<file path="src/rtl/fifo_serializer128.sv">
// fifo_serializer128: splits 128-bit FIFO messages into four 32-bit beats, LSW first
module fifo_serializer128 (
  input  logic         CLK,
  input  logic         RST,
  input  logic [127:0] in_first,
  input  logic         in_first__RDY,
  input  logic         in_deq__RDY,
  output logic         in_deq__ENA,
  output logic [31:0]  out_enq_v,
  input  logic         out_enq__RDY,
  output logic         out_enq__ENA
`ifdef SERIALIZER_LAST_EN
  ,
  output logic         out_enq_last
`endif
);
  logic         busy_q, busy_d;
  logic [1:0]   beat_q, beat_d;
  logic [127:0] buf_q, buf_d;
  logic         load_ok, last_beat;
  always_comb begin
    load_ok = in_first__RDY & in_deq__RDY;
    out_enq__ENA = busy_q & out_enq__RDY;
    last_beat = out_enq__ENA & (beat_q == 2'd3);
    in_deq__ENA = !RST & load_ok & (!busy_q | last_beat);
    out_enq_v = buf_q[{beat_q, 5'd0} +: 32];
    busy_d = in_deq__ENA ? 1'b1 : last_beat ? 1'b0 : busy_q;
    beat_d = in_deq__ENA ? 2'd0 : out_enq__ENA ? beat_q + 2'd1 : beat_q;
    buf_d = in_deq__ENA ? in_first : buf_q;
  end
`ifdef SERIALIZER_LAST_EN
  assign out_enq_last = busy_q & (beat_q == 2'd3);
`endif
  always_ff @(posedge CLK) begin
    if (RST) begin
      busy_q <= 1'b0;
      beat_q <= 2'd0;
      buf_q  <= '0;
    end else begin
      busy_q <= busy_d;
      beat_q <= beat_d;
      buf_q  <= buf_d;
    end
  end
endmodule

</file>
<file path="config.mk">
export PLATFORM = sky130hd
export DESIGN_NAME = fifo_serializer128
export DESIGN_NICKNAME = d
export VERILOG_FILES = /design/src/rtl/fifo_serializer128.sv
export SDC_FILE = /design/constraint.sdc
export NUM_CORES = 1
export LEC_CHECK = 0
export CORE_ASPECT_RATIO = 0.5
export CORE_MARGIN = 2
export CORE_UTILIZATION = 40
export CTS_BUF_LIST = sky130_fd_sc_hd__clkbuf_4 sky130_fd_sc_hd__clkbuf_8
export CTS_CLUSTER_DIAMETER = 200
export DETAILED_ROUTE_END_ITERATION = 10
export PLACE_DENSITY = 0.67
export SKIP_CTS_REPAIR_TIMING = 1
export SLEW_MARGIN = 20
export SYNTH_ARGS = -nofsm -noshare
export SYNTH_HDL_FRONTEND = slang
export SYNTH_SLANG_ARGS = --single-unit
</file>
<file path="constraint.sdc">
create_clock -name CLK -period 3.07 [get_ports CLK]
set_input_delay 0.614 -clock CLK [delete_from_list [all_inputs] [get_ports CLK]]
set_output_delay 0.614 -clock CLK [all_outputs]
set_load 0.02 [all_outputs]
</file>
==> impl_metrics.yaml <==
worst_setup_path:
  worst-endpoint-arrival_ns: 2.28
  timing.critical_path.max_delay_family: "buffers and inverters"
  critPathRequiredTime_ns: 2.46
  critical_path.startpoint_type: "flop"
  cp.buffers_inverters: 2
  critical-path-slowest-cell: "sky130_fd_sc_hd__mux4_2"
  timing.critical_path.slowest_cell_delay_ns: 0.56
  worstPathCellList: "buf_4 > mux4_2 > clkdlybuf4s50_1"
  critical_path_depth: 3
  worst_r2r_path_depth: 6
  timing.setup.critical_path_class: "flop to output pin"
  critical_path.max_fanout: 9
  crit_path_capture_type: "output pin"
timing:
  finalHoldWorstSlack_ns: 0.487
  max_slew_vio_count: 0
  finalWorstPathRequiredPeriod_ns: 2.89
  max_clock_freq_ghz: 0.346
  finalHoldViolCount: 0
  tightestPinTransition_ns: 0.878
  setup_tns_ns: 0
  grt_setup_unrepaired: "no"
  finalSetupViolCount: 0
  slew_headroom_pct: 41.4
  finClkSkew_ns: 0.0117
  finalCritPeriodShare_pct: 94.2
final_layout:
  n_antenna_cell: 0
  area.sequential_um2: 2630
  fin_nets: 892
  final_layout_size_suffix_gt1_share_pct: 10.8
  count_of_non_filler_cells_in_the_finished_layout: 969
  area_growth_syn_to_layout_pct: 31.8
  nFillCells: 1301
  multi_input_comb_area_um2: 2920
  final_core_util_pct: 54.7
route:
  antenna_left: 0
  route.detailed.drc: 0
  viasPerCell: 5.48
  postRouteWirelength_um: 16400
  drt_iter0_drc: 363
  drt-wirelength-per-cell_um: 16.9
  detailroute.via_count: 5307
  detail_route.first_pass.iterations: 4
floorplanning:
  area_of_the_core_region_um2: 14600
  io-pin-count: 167
  floorplan.rows: 31
  die_height_um: 91.1
  starting_density_pct: 41.5
  die_area_um2: 16200
  die_x_um: 178
clock_network:
  root_buffer: "sky130_fd_sc_hd__clkbuf_8"
  htreeDepth: 4
  clock_sink_count: 131
  number_of_buffers_created_by_cts: 17
  worst_setup_hold_path_clk_slew_ns: 0.08
  cts_tree: "done"
  ctsLongestPathBuffers: 2
  clock_latency_at_the_later_pin_of_the_worst_skew_pair_ns: 0.43
pwr:
  power-per-cell-area_nw_per_um2: 480
  cellLeakagePower_nw: 3.24
  post-layout-total-power_mw: 3.84
  vdd_ir_drop_max_mv: 0.280
flow_run:
  maxCapViolCount: 0
synth:
  most_frequent_cells_after_synthesis: "131 x sky130_fd_sc_hd__dfxtp_1, 130 x sky130_fd_sc_hd__nand2_1, 128 x sky130_fd_sc_hd__nand3_1, 128 x sky130_fd_sc_hd__o211ai_1, 43 x sky130_fd_sc_hd__buf_2"
  synth_top_flop_cell: "sky130_fd_sc_hd__dfxtp_1"
  ys_types: 22
  post_synth_instance_area_um2: 6060
  ys.warnings.count: 0
  synthAdderAreaFrac_pct: 0.206
  synth_seq_cells: 131
  postSynthAreaPerCell_um2: 9.49
  async_flop_share_pct: 0
  synth_simple_gate_area_share_pct: 19.0
  synth_nets: 773
  synth_sequential_area_ratio_pct: 43.2
  synth_top_family_by_area: "simple AND/OR/NAND/NOR gates"
  post_synth_mux_area_share_pct: 12.0
  synth_area_leaders: "sky130_fd_sc_hd__dfxtp_1 43%, sky130_fd_sc_hd__o211ai_1 16%, sky130_fd_sc_hd__mux4_2 12%"
  synthDominantCellAreaShare_pct: 43.2
  synth_compound_area_share_pct: 16.3
  synth_area_in_xor_xnor_pct: 0.144
  synthDominantAreaCellType: "sky130_fd_sc_hd__dfxtp_1"
  synthesis.instances: 639
  synth_edf_count: 0
  synthMostInstantiatedCell: "sky130_fd_sc_hd__dfxtp_1"
global_route:
  largest_net_degree_at_the_start_of_global_routing: 130
  gr-usage-all-layers_pct: 20.3
  antenna_found_initial: 0
  grt_first_pass_wirelength_um: 26500
  gr-total-overflow: 0
  grt_pass1_vias: 5134
placed_design:
  post-dp-hpwl_um: 10100
  gp_routability_congestion: 0.784
  io_buffers: 166
  dpl.cell_count: 937
outcome:
  run_status: "finished, final reports clean"
min_path:
  hold_class: "flop to flop"
  min_delay_path_depth: 2
worst min-delay path: stages, from the launching register on:
cell,delay (ns)
sky130_fd_sc_hd__dfxtp_1,0.31
sky130_fd_sc_hd__o211ai_1,0.08
sky130_fd_sc_hd__nand2_1,0.05
cell type report:
type,count,area share [%]
multi-input combinational,428,36.5
clock buffer,19,3.27
timing repair buffer,178,22.6
inverter,2,0.110
tap,198,3.10
sequential,131,32.9
clock inverter,13,1.58
registers in the layout (all words and copies together), names as in the netlist:
name and flops:
beat_q 2, buf_q 128, busy_q 1
power by group:
part / switching [mW] / internal, mW / total, mW
sequential: 0.0444 / 1.78 / 1.83
combinational: 0.277 / 0.301 / 0.578
clock: 0.735 / 0.696 / 1.43
through the flow:
stage                     instance area (µm²)  worst slack [ns]
after floorplan                          6060              1.05
after global placement                   7600             0.216
after detailed placement                 7600             0.195
after CTS                                7990            0.0452
after global routing                     7990            0.0551
final                                    7990             0.179
logic make-up after synthesis:
kind of cell / count (synthesis)
simple gates: 262
compound gates: 131
flops: 131
buf+inv: 80
mux: 33
xor+xnor: 1
fa+ha+maj: 1
final timing paths:
kind	slack (ns)	start	endpoint
min reg2reg	0.49	buf_q[109]	buf_q[109]
max	0.18	beat_q[0]	out_enq_v[24]
max reg2reg	0.56	beat_q[1]	buf_q[34]
min	0.49	buf_q[109]	buf_q[109]
layer usage:
layer  global-route usage [%]  vias to the layer above  part of all wire, %  routed length (µm)
li1                         -                     2603                    -                   -
met1                     28.2                     2556                   47                7740
met2                     32.5                      135                   48                7860
met3                     3.39                       13                  4.0                 648
met4                     5.74                        0                 0.82                 134
met5                        0                        -                    0                   0
layout by cell type (no fill, tap or decap), types with 2 or more instances in the layout:
cell and count:
sky130_fd_sc_hd__buf_12 4, sky130_fd_sc_hd__buf_4 7, sky130_fd_sc_hd__clkbuf_8 19, sky130_fd_sc_hd__clkdlybuf4s50_1 166, sky130_fd_sc_hd__clkinv_2 2, sky130_fd_sc_hd__clkinv_4 3, sky130_fd_sc_hd__clkinvlp_4 4, sky130_fd_sc_hd__dfxtp_1 129
sky130_fd_sc_hd__inv_6 4, sky130_fd_sc_hd__mux4_2 32, sky130_fd_sc_hd__nand2_1 129, sky130_fd_sc_hd__nand3_1 128, sky130_fd_sc_hd__nor3_1 3, sky130_fd_sc_hd__o211ai_1 128
Note: power is estimated with default switching activity, not from simulation.
